## src/rtl/spi_seq_pkg.sv

```systemverilog
// rtl/spi_seq_pkg.sv - shared types and constants for the SPI burst sequencer
package spi_seq_pkg;

  typedef enum logic [2:0] {
    S_IDLE,
    S_HDR,
    S_WAIT_RX,
    S_DATA,
    S_DONE,
    S_GAP
  } seq_state_t;

  localparam int HDR_RW_BIT = 7;
  localparam int HDR_MB_BIT = 6;

  localparam logic [5:0] REG_DEVID     = 6'h00;
  localparam logic [5:0] REG_POWER_CTL = 6'h2D;
  localparam logic [5:0] REG_DATAX0    = 6'h32;

  // Header byte: read/write flag, multi-byte flag, 6-bit register address
  function automatic logic [7:0] make_header(input logic rw, input logic mb,
                                             input logic [5:0] addr);
    logic [7:0] h;
    h = {2'b00, addr};
    h[HDR_RW_BIT] = rw;
    h[HDR_MB_BIT] = mb;
    return h;
  endfunction

endpackage

```

## src/rtl/spi_seq_period_timer.sv

```systemverilog
// rtl/spi_seq_period_timer.sv - load/enable down-counter pacing auto-repeat
module spi_seq_period_timer #(
  parameter int PERIOD = 100000
) (
  input  logic CLK100MHZ,
  input  logic RESET_N,
  input  logic load,
  input  logic en,
  output logic expire
);

  localparam int W = $clog2(PERIOD + 1);

  logic [W-1:0] count;

  // Load with PERIOD-1, count down while enabled, hold at zero
  always_ff @(posedge CLK100MHZ or negedge RESET_N) begin
    if (!RESET_N) begin
      count <= '0;
    end else if (load) begin
      count <= W'(PERIOD - 1);
    end else if (en && (count != '0)) begin
      count <= count - W'(1);
    end
  end

  // Expire one count early so the header state lines up with the count reaching zero
  assign expire = (count <= W'(1));

endmodule

```

## src/rtl/spi_burst_sequencer.sv

```systemverilog
// rtl/spi_burst_sequencer.sv - multi-byte SPI register transaction sequencer
module spi_burst_sequencer
  import spi_seq_pkg::*;
#(
  parameter int MAX_BYTES   = 7,
  parameter int CNT_W       = $clog2(MAX_BYTES + 1),
  parameter int POLL_PERIOD = 100000
) (
  input  logic                       CLK100MHZ,
  input  logic                       RESET_N,
  input  logic                       cmd_valid,
  output logic                       cmd_ready,
  input  logic                       cmd_rw,
  input  logic [5:0]                 cmd_addr,
  input  logic [CNT_W-1:0]           cmd_len,
  input  logic [8*(MAX_BYTES-1)-1:0] cmd_wdata,
  input  logic                       auto_en,
  output logic                       rsp_valid,
  output logic [8*(MAX_BYTES-1)-1:0] rsp_data,
  output logic [CNT_W-1:0]           rsp_len,
  output logic                       err_len,
  output logic [CNT_W-1:0]           m_tx_count,
  output logic [7:0]                 m_tx_byte,
  output logic                       m_tx_dv,
  input  logic                       m_tx_ready,
  input  logic [7:0]                 m_rx_byte,
  input  logic                       m_rx_dv
);

  localparam int LANES = MAX_BYTES - 1;
  localparam int DW    = 8 * LANES;

  seq_state_t       state, state_d;
  logic             cmd_rw_q;
  logic [5:0]       cmd_addr_q;
  logic [CNT_W-1:0] cmd_len_q;
  logic [DW-1:0]    cmd_wdata_q;
  logic [CNT_W-1:0] byte_idx;
  logic [DW-1:0]    shadow, shadow_upd;
  logic [7:0]       tx_byte_d;
  logic             legal, accept, start_new, start_repeat;
  logic             tx_fire, rx_take, rx_last, gap_expire;
  int               lane;

  assign legal  = (cmd_len != '0) && (cmd_len <= CNT_W'(LANES));
  assign accept = cmd_valid && cmd_ready;

  spi_seq_period_timer #(.PERIOD(POLL_PERIOD)) u_timer (
    .CLK100MHZ (CLK100MHZ),
    .RESET_N   (RESET_N),
    .load      (rx_last),
    .en        ((state == S_DONE) || (state == S_GAP)),
    .expire    (gap_expire)
  );

  // State register
  always_ff @(posedge CLK100MHZ or negedge RESET_N) begin
    if (!RESET_N) state <= S_IDLE;
    else          state <= state_d;
  end

  // Next-state logic
  always_comb begin
    state_d = state;
    case (state)
      S_IDLE:    if (start_new) state_d = S_HDR;
      S_GAP: begin
        if (start_new)       state_d = S_HDR;
        else if (!auto_en)   state_d = S_IDLE;
        else if (gap_expire) state_d = S_HDR;
      end
      S_HDR,
      S_DATA:    if (m_tx_ready) state_d = S_WAIT_RX;
      S_WAIT_RX: if (rx_take) state_d = rx_last ? S_DONE : S_DATA;
      S_DONE:    state_d = auto_en ? S_GAP : S_IDLE;
      default:   state_d = S_IDLE;
    endcase
  end

  // Output decode: transaction events, next MOSI byte and merged MISO shadow
  always_comb begin
    start_new    = accept && legal;
    start_repeat = (state == S_GAP) && !start_new && auto_en && gap_expire;
    tx_fire      = ((state == S_HDR) || (state == S_DATA)) && m_tx_ready;
    rx_take      = (state == S_WAIT_RX) && m_rx_dv;
    rx_last      = rx_take && (byte_idx == cmd_len_q);
    lane         = int'(byte_idx) - 1;
    tx_byte_d    = make_header(cmd_rw_q, cmd_len_q > CNT_W'(1), cmd_addr_q);
    if (state == S_DATA) begin
      tx_byte_d = cmd_rw_q ? 8'h00 : cmd_wdata_q[8*lane +: 8];
    end
    shadow_upd = shadow;
    if (rx_take && (byte_idx != '0)) begin
      shadow_upd[8*lane +: 8] = m_rx_byte;
    end
  end

  // Datapath: command latch, master handshake, response capture
  always_ff @(posedge CLK100MHZ or negedge RESET_N) begin
    if (!RESET_N) begin
      cmd_ready   <= 1'b1;
      cmd_rw_q    <= 1'b0;
      cmd_addr_q  <= '0;
      cmd_len_q   <= '0;
      cmd_wdata_q <= '0;
      byte_idx    <= '0;
      shadow      <= '0;
      m_tx_dv     <= 1'b0;
      m_tx_byte   <= '0;
      m_tx_count  <= '0;
      rsp_valid   <= 1'b0;
      rsp_data    <= '0;
      rsp_len     <= '0;
      err_len     <= 1'b0;
    end else begin
      cmd_ready <= (state_d == S_IDLE) || (state_d == S_GAP);
      err_len   <= accept && !legal;
      m_tx_dv   <= 1'b0;
      rsp_valid <= 1'b0;
      if (start_new) begin
        cmd_rw_q    <= cmd_rw;
        cmd_addr_q  <= cmd_addr;
        cmd_len_q   <= cmd_len;
        cmd_wdata_q <= cmd_wdata;
      end
      if (start_new || start_repeat) begin
        byte_idx <= '0;
        shadow   <= '0;
      end
      if (tx_fire) begin
        m_tx_dv   <= 1'b1;
        m_tx_byte <= tx_byte_d;
        if (state == S_HDR) m_tx_count <= cmd_len_q + CNT_W'(1);
      end
      if (rx_take) begin
        shadow <= shadow_upd;
        if (rx_last) begin
          rsp_data  <= shadow_upd;
          rsp_len   <= cmd_len_q;
          rsp_valid <= 1'b1;
        end else begin
          byte_idx <= byte_idx + CNT_W'(1);
        end
      end
    end
  end

endmodule

```

## config.mk

```make
export PLATFORM = sky130hd
export DESIGN_NAME = spi_burst_sequencer
export DESIGN_NICKNAME = d
export VERILOG_FILES = /design/src/rtl/spi_seq_pkg.sv /design/src/rtl/spi_seq_period_timer.sv /design/src/rtl/spi_burst_sequencer.sv
export SDC_FILE = /design/constraint.sdc
export NUM_CORES = 1
export LEC_CHECK = 0
export CAP_MARGIN = 25
export CORE_MARGIN = 2
export CORE_UTILIZATION = 49
export DETAILED_ROUTE_END_ITERATION = 16
export PLACE_DENSITY = 0.73
export SKIP_CTS_REPAIR_TIMING = 1
export SLEW_MARGIN = 15
export SYNTH_ARGS = -nofsm -noshare
export SYNTH_HDL_FRONTEND = slang
export SYNTH_SLANG_ARGS = --single-unit
```

## constraint.sdc

```tcl
create_clock -name CLK100MHZ -period 4.2 [get_ports CLK100MHZ]
set_input_delay 0.84 -clock CLK100MHZ [delete_from_list [all_inputs] [get_ports CLK100MHZ]]
set_output_delay 0.84 -clock CLK100MHZ [all_outputs]
set_load 0.03 [all_outputs]
```

==> results of run 1 <==
[power groups by stage]
stage / sequential (uW) / clock (uW) / combinational [uW]
floorplan: 3360 / 0 / 1890
global placement: 3050 / 0 / 3280
detailed placement: 3070 / 0 / 3360
CTS: 3040 / 1600 / 3380
global route: 3130 / 1680 / 3680
finish: 3050 / 1580 / 3350
[layout make-up]
type / instances / share of cell area
clock inverter: 9 / 0.00963
multi-input combinational: 682 / 0.346
timing repair buffer: 153 / 0.134
inverter: 21 / 0.00706
tap: 229 / 0.0257
clock buffer: 22 / 0.0407
sequential: 195 / 0.437
[cells in the mapped netlist, types with 2 or more instances]
library cell,instances
a2111oi_0,2
a211oi_1,8
a21o_1,9
a21oi_1,25
a22o_1,17
a22oi_1,10
a31oi_1,26
and2_1,2
and2b_1,2
and3_1,4
and4bb_2,2
buf_1,8
buf_2,7
buf_4,2
buf_6,4
clkbuf_1,30
dfrtp_1,194
ha_1,14
inv_1,20
mux2_2,9
mux2i_1,25
nand2_1,269
nand2b_1,18
nand3_1,14
nand3b_1,3
nand4_1,7
nor2_1,53
nor2b_1,19
nor3_1,20
nor4_4,3
nor4bb_1,3
o211ai_1,3
o21ai_0,68
o21ai_1,2
o21ai_2,2
o31ai_1,4
o32ai_1,2
or3_1,5
xnor2_1,5
xor2_1,8
[worst max-delay path by stage]
stage,start,end,cells after the start
final,byte_idx[1],rsp_data[18],11
after global routing,byte_idx[1],rsp_data[18],11
after CTS,byte_idx[1],shadow[1],14
after detailed placement,m_rx_dv,rsp_data[18],6
after global placement,m_rx_dv,rsp_data[18],6
after floorplan,byte_idx[0],rsp_data[6],14
[flip-flops by register name, summed over array words and instances (netlist names), 6 cells and up]
signal	count
m_tx_byte	8
u_timer.count	17
cmd_addr_q	6
rsp_data	48
shadow	48
cmd_wdata_q	48
[per-layer routing]
layer | global-route usage | part of all wire
met5 | 0 | 0
met4 | 0.0805 | 0.024
met3 | 0.0482 | 0.050
met2 | 0.357 | 0.47
met1 | 0.307 | 0.46
[worst max-delay path: cells and delay by family (launching register included)]
kind | cells | cell delay (ns)
adder cells (fa/ha/maj) | 2 | 0.64
XOR/XNOR | 1 | 0.14
buffers and inverters | 2 | 0.35
AND/OR/NAND/NOR | 5 | 1.56
AO/OA/AOI/OAI | 1 | 0.22
flip-flops | 1 | 0.46
[layout by cell type, fill, tap and decap left out, types with 5 or more instances in the layout]
cell type and count:
a21o_1 9, o21ai_0 68, nor3_1 19, mux2_2 9, nor2_1 53, nand4_1 7, buf_4 16, nor2b_1 19
a211oi_1 8, a31oi_1 26, xor2_1 8, dfrtp_1 193, a22oi_1 10, ha_1 14, nand2_1 268, nand3_1 14
clkbuf_16 17, clkdlybuf4s50_1 136, a22o_1 17, nand2b_1 18, a21oi_1 25, mux2i_1 25, inv_1 20, xnor2_1 5
clkinvlp_4 5
[per-stage QoR]
stage	hold slack [ns]	cells
3_3_place_gp	0.455	1280
6_report	0.447	1311
4_1_cts	0.474	1311
2_1_floorplan	0.438	949
5_1_grt	0.485	1311
3_5_place_dp	0.458	1280
[cells by family (layout without fill, tap and decap cells)]
kind of cell / Yosys count / count (layout)
simple gates: 433 / 433
flops: 195 / 195
compound gates: 184 / 184
buf+inv: 72 / 205
mux: 36 / 36
xor+xnor: 15 / 15
fa+ha+maj: 14 / 14
==> out/metrics.csv, run 1 <==
stage,metric,value,unit
route,drtAntennaViolNets,0,
critical_path,r2r-start,byte_idx[1],
grt,grt-ovfl-total,0,
sta,hold_viol,0,
synthesis,ys_warn_count,0,
flow_run,maxCapViolCount,0,
critical_path,arrival,3.79,ns
layout,area_growth,23.4,%
place,port_buffers,137,
critical_path,r2r_cells,11,
sta,fin_ws,0.759,ns
pwr,power_switching_share,0.396,
route,dr.pass1.iters,5,
grt,grt_pass1_wl,35100,um
grt,antenna_found_initial,0,
critical_path,path_class,flip-flop to flip-flop,
critical_path,worstPathCellList,"inv_1, ha_1, xnor2_1, buf_4, nand3_1, ha_1, nor2b_1, nand4_2, nor3_1, nand2_1, a31oi_1",
synthesis,synth_edf_count,0,
pwr,ir_drop,0.447,mV
route,drc,0,
layout,multi_input_area,3860,um2
floorplan,start_util,0.502,
status,status,"finished, final reports clean",
synthesis,synth_adder_area_share,0.0194,
synthesis,ys_seq_area_frac,0.539,
floorplan,ios,138,
pwr,power,7980,uW
layout,n_antenna_cell,0,
layout,fill_cells,1523,
critical_path,critPathMaxStageDelay,0.80,ns
synthesis,ys_types,61,
synthesis,syn_inst,949,
clocking,cts.sink_count,195,
sta,rsz0062_at_grt,no,
floorplan,num_rows,49,
layout,stdcell_area,11200,um2
critical_path,cp_common_cell,ha_1,
layout,register_area,4880,um2
route,vias_per_cell,5.50,
route,wl_per_cell,16.5,um
synthesis,ys_async_sr_fraction,1.00,
clocking,cts_tree,done,
floorplan,chipWidth,140,um
synthesis,synth_area_leader_cell,dfrtp_1,
route,vias,7209,
sta,max-slew-margin-rel,0.387,
grt,grt_max_degree,88,
sta,fin_worst_skew,0.00769,ns
place,dpl_cell_area,10600,um2
critical_path,reg2reg_slack,0.76,ns
floorplan,core-area,18000,um2
floorplan,dieHeight,140,um
sta,min_period,3.44,ns
synthesis,synth_compound_area_frac,0.127,
critical_path,cp_max_fo,12,
clocking,clk_pin_slew,0.07,ns
grt,grt_pass1_vias,7031,
layout,final_core_util,0.620,
synthesis,synth_seq_cells,195,
synthesis,ys_top_cells_by_area,"dfrtp_1 54%, nand2_1 11%, o21ai_0 3.8%, mux2i_1 2.8%, nor2_1 2.2%",
sta,tightestPinTransition,0.916,ns
sta,setup_tns,0,ns
synthesis,syn_nets,1035,
pwr,power.internal,4820,uW
grt,track_usage,0.225,
hold_path,hp-class,primary input to async pin,
sta,finalCritPeriodShare,0.819,
synthesis,synth_xor_area_frac,0.0178,
clocking,cts.root.buffer_cell,clkbuf_16,
critical_path,cpMaxStageDelayCell,nor3_1,
synthesis,synth_mux_area_frac,0.0428,
layout,fin_nets,1156,
pwr,pwr-share-comb,0.420,
critical_path,crit_path_end_kind,flip-flop,
synthesis,synth_ff_type,dfrtp_1,
route,first_iter_violations,598,
clocking,cts_buffers,17,
pwr,switching_power,3160,uW
place,hpwlAfterDp,15000,um
synthesis,yosys.area_share.simple,0.219,
layout,drive_above_1_share,0.0693,
sta,setup_viol,0,
floorplan,die_area,19600,um2
synthesis,netlist_area,9050,um2
pwr,pwr-share-seq,0.382,
clocking,h-tree-depth,4,
critical_path,reg2reg_to,rsp_data[18],
pwr,p_leak,0.00499,uW
synthesis,synth_top_family_by_area,simple AND/OR/NAND/NOR gates,
clocking,clkLatencyLatePin,0.43,ns
sta,slew_viol_final,0,
pwr,power_frac_clock,0.198,
clocking,clk_path_buf_depth,2,
pwr,p_per_area,715,nW/um2
synthesis,synth.avg_cell_area,9.54,um2
route,totalWireLength,21600,um
place,routabilityCongestion,0.767,
synthesis,synth.top_cell.area_share,0.536,
place,pre_cts_ws,0.740,ns
critical_path,worstPathRequired,4.55,ns
sta,fmax,291,MHz
critical_path,startpoint_type,flip-flop,
(Power assumes the default switching activity.)
==> inputs of run 2 (changes only) <==
Settings changed: CORE_UTILIZATION 49 to 54, PLACE_DENSITY 0.73 to 0.77.
Clock period 4.2 ns to 3.45 ns, I/O delays scaled along.
==> run 2 against run 1 <==
  * Clock-buffer cell count is 2 lower
  * Highest routed layer unchanged
  * Non-clock buffer count rose by 6
  * Largest power group unchanged
  * Sequential share of layout area down 0.36 points
  * Combinational power grew 25%
  * Clock power up 23%
  * Sequential cell count unchanged
  * Critical endpoint is now rsp_data[4]
==> out/metrics.csv, run 2 (synthesis gave the netlist of run 1 again) <==
stage,metric,value,unit,change
critical_path,worst-path-buf-inv,3,,was 2
sta,max-slew-margin-rel,0.446,,was 0.387
layout,drive_above_1_share,0.0799,,was 0.0693
pwr,p_per_area,873,nW/um2,was 715 nW/um2
clocking,h-tree-depth,4,,unchanged
layout,n_antenna_cell,0,,unchanged
layout,final_common_cell,nand2_1,,unchanged
route,wl_per_cell,16.5,um,about the same
route,drc,0,,unchanged
layout,area_growth,24.4,%,was 23.4%
pwr,p_leak,0.00505,uW,was 0.00499 uW
route,dr.pass1.iters,5,,unchanged
grt,grt_pass1_vias,7270,,was 7031
grt,track_usage,0.251,,was 0.225
critical_path,arrival,3.49,ns,was 3.79 ns
floorplan,die_area,17800,um2,was 19600 um2
floorplan,start_util,0.550,,was 0.502
critical_path,startpoint_type,flip-flop,,unchanged
floorplan,ios,138,,unchanged
critical_path,crit_family,simple AND/OR/NAND/NOR gates,,unchanged
place,routabilityCongestion,0.824,,was 0.767
sta,tightestPinTransition,0.829,ns,was 0.916 ns
critical_path,reg2reg_to,rsp_data[4],,was rsp_data[18]
grt,grt_pass1_wl,35600,um,was 35100 um
clocking,cts.sink_count,195,,unchanged
critical_path,worstPathRequired,3.76,ns,was 4.55 ns
sta,min_period,3.17,ns,was 3.44 ns
sta,setup_tns,0,ns,unchanged
floorplan,dieHeight,133,um,was 140 um
place,port_buffers,137,,unchanged
critical_path,cp_max_fo,16,,was 12
pwr,ir_drop,0.528,mV,was 0.447 mV
place,hpwlAfterDp,15000,um,about the same
sta,finalCritPeriodShare,0.920,,was 0.819
hold_path,hp-class,primary input to async pin,,unchanged
layout,fin_nets,1162,,was 1156
route,totalWireLength,21600,um,about the same
critical_path,cpMaxStageDelayCell,dfrtp_1,,was nor3_1
clocking,clkLatencyLatePin,0.44,ns,was 0.43 ns
layout,layout_common_cells,"268 x nand2_1, 193 x dfrtp_1, 136 x clkdlybuf4s50_1, 68 x o21ai_0, 53 x nor2_1",,unchanged
sta,slew_viol_final,0,,unchanged
critical_path,reg2reg_slack,0.28,ns,was 0.76 ns
grt,grt_max_degree,83,,was 88
route,vias_per_cell,5.50,,about the same
critical_path,r2r-start,byte_idx[1],,unchanged
critical_path,crit_path_end_kind,flip-flop,,unchanged
sta,setup_viol,0,,unchanged
sta,fin_worst_skew,0.00619,ns,was 0.00769 ns
route,vias,7200,,was 7209
critical_path,critPathMaxStageDelay,0.47,ns,was 0.80 ns
sta,fmax,315,MHz,was 291 MHz
grt,grt-ovfl-total,0,,unchanged
floorplan,num_rows,47,,was 49
grt,antenna_found_initial,0,,unchanged
status,status,"finished, final reports clean",,unchanged
clocking,clk_pin_slew,0.07,ns,about the same
clocking,cts.root.buffer_cell,clkbuf_16,,unchanged
layout,fill_cells,1311,,was 1523
critical_path,r2r_cells,12,,was 11
critical_path,path_class,flip-flop to flip-flop,,unchanged
clocking,cts_buffers,17,,unchanged
layout,final_core_util,0.684,,was 0.620
route,drtAntennaViolNets,0,,unchanged
clocking,clk_path_buf_depth,2,,unchanged
layout,reg_top3,"cmd_wdata_q (48), rsp_data (48), shadow (48)",,unchanged
layout,register_area,4880,um2,unchanged
layout,multi_input_area,3880,um2,was 3860 um2
floorplan,chipWidth,133,um,was 140 um
critical_path,worstPathCellList,"inv_1, ha_1, xnor2_2, nand3_1, inv_1, ha_1, nor4bb_2, a22oi_1, nor4_4, buf_6, mux2i_1, o21ai_0",,"was inv_1, ha_1, xnor2_1, buf_4, nand3_1, ha_1, nor2b_1, nand4_2, nor3_1, nand2_1, a31oi_1"
clocking,cts_tree,done,,unchanged
flow_run,maxCapViolCount,0,,unchanged
route,first_iter_violations,386,,was 598
sta,hold_viol,0,,unchanged
floorplan,core-area,16500,um2,was 18000 um2
==> run 2: layout make-up <==
cell class,count,area share
tap,220,0.0244
clock inverter,12,0.0109
multi-input combinational,682,0.344
timing repair buffer,159,0.139
clock buffer,20,0.0406
inverter,21,0.00700
sequential,195,0.434
==> run 2: layer usage <==
metal | vias to the layer above | routed length [um] | GRT usage | share of wire
met4 | 0 | 445 | 0.0916 | 0.021
met3 | 42 | 980 | 0.0438 | 0.045
met1 | 3488 | 9630 | 0.337 | 0.45
met5 | - | 0 | 0 | 0
li1 | 3484 | - | - | -
met2 | 186 | 10500 | 0.414 | 0.49
==> run 2: power breakdown <==
| group | internal [uW] | switching [uW] |
|---|---|---|
| Combinational | 1720 | 2460 |
| Clock | 1050 | 901 |
| Sequential | 3110 | 592 |
| Total | 5880 | 3950 |
==> run 2: stage by stage <==
stage | hold slack [ns] | area (um2) | setup slack [ns] | power (uW) | instances
2_1_floorplan | 0.394 | 9060 | 0.0421 | 6410 | 949
3_3_place_gp | 0.453 | 10700 | 0.484 | 7740 | 1277
3_5_place_dp | 0.455 | 10700 | 0.262 | 7860 | 1277
4_1_cts | 0.309 | 11200 | 0.193 | 9830 | 1309
5_1_grt | 0.336 | 11300 | -0.0495 | 10400 | 1309
6_report | 0.279 | 11300 | 0.275 | 9830 | 1309
==> run 2: worst max path at each step <==
stage / from / to / slack (ns) / depth (start not counted)
6_report: byte_idx[1] / rsp_data[4] / 0.28 / 12
5_1_grt: byte_idx[1] / rsp_data[5] / -0.05 / 12
4_1_cts: byte_idx[1] / rsp_data[4] / 0.19 / 12
3_5_place_dp: byte_idx[1] / rsp_data[6] / 0.26 / 12
3_3_place_gp: byte_idx[1] / rsp_data[2] / 0.48 / 12
2_1_floorplan: byte_idx[0] / rsp_data[6] / 0.04 / 16
==> run 2: worst reg2reg max path, stage by stage (launching register included) <==
cell      delay, ns
dfrtp_1        0.47
inv_1          0.13
ha_1           0.28
xnor2_2        0.24
nand3_1        0.15
inv_1          0.08
ha_1           0.34
nor4bb_2       0.40
a22oi_1        0.19
nor4_4         0.24
buf_6          0.24
mux2i_1        0.21
o21ai_0        0.09
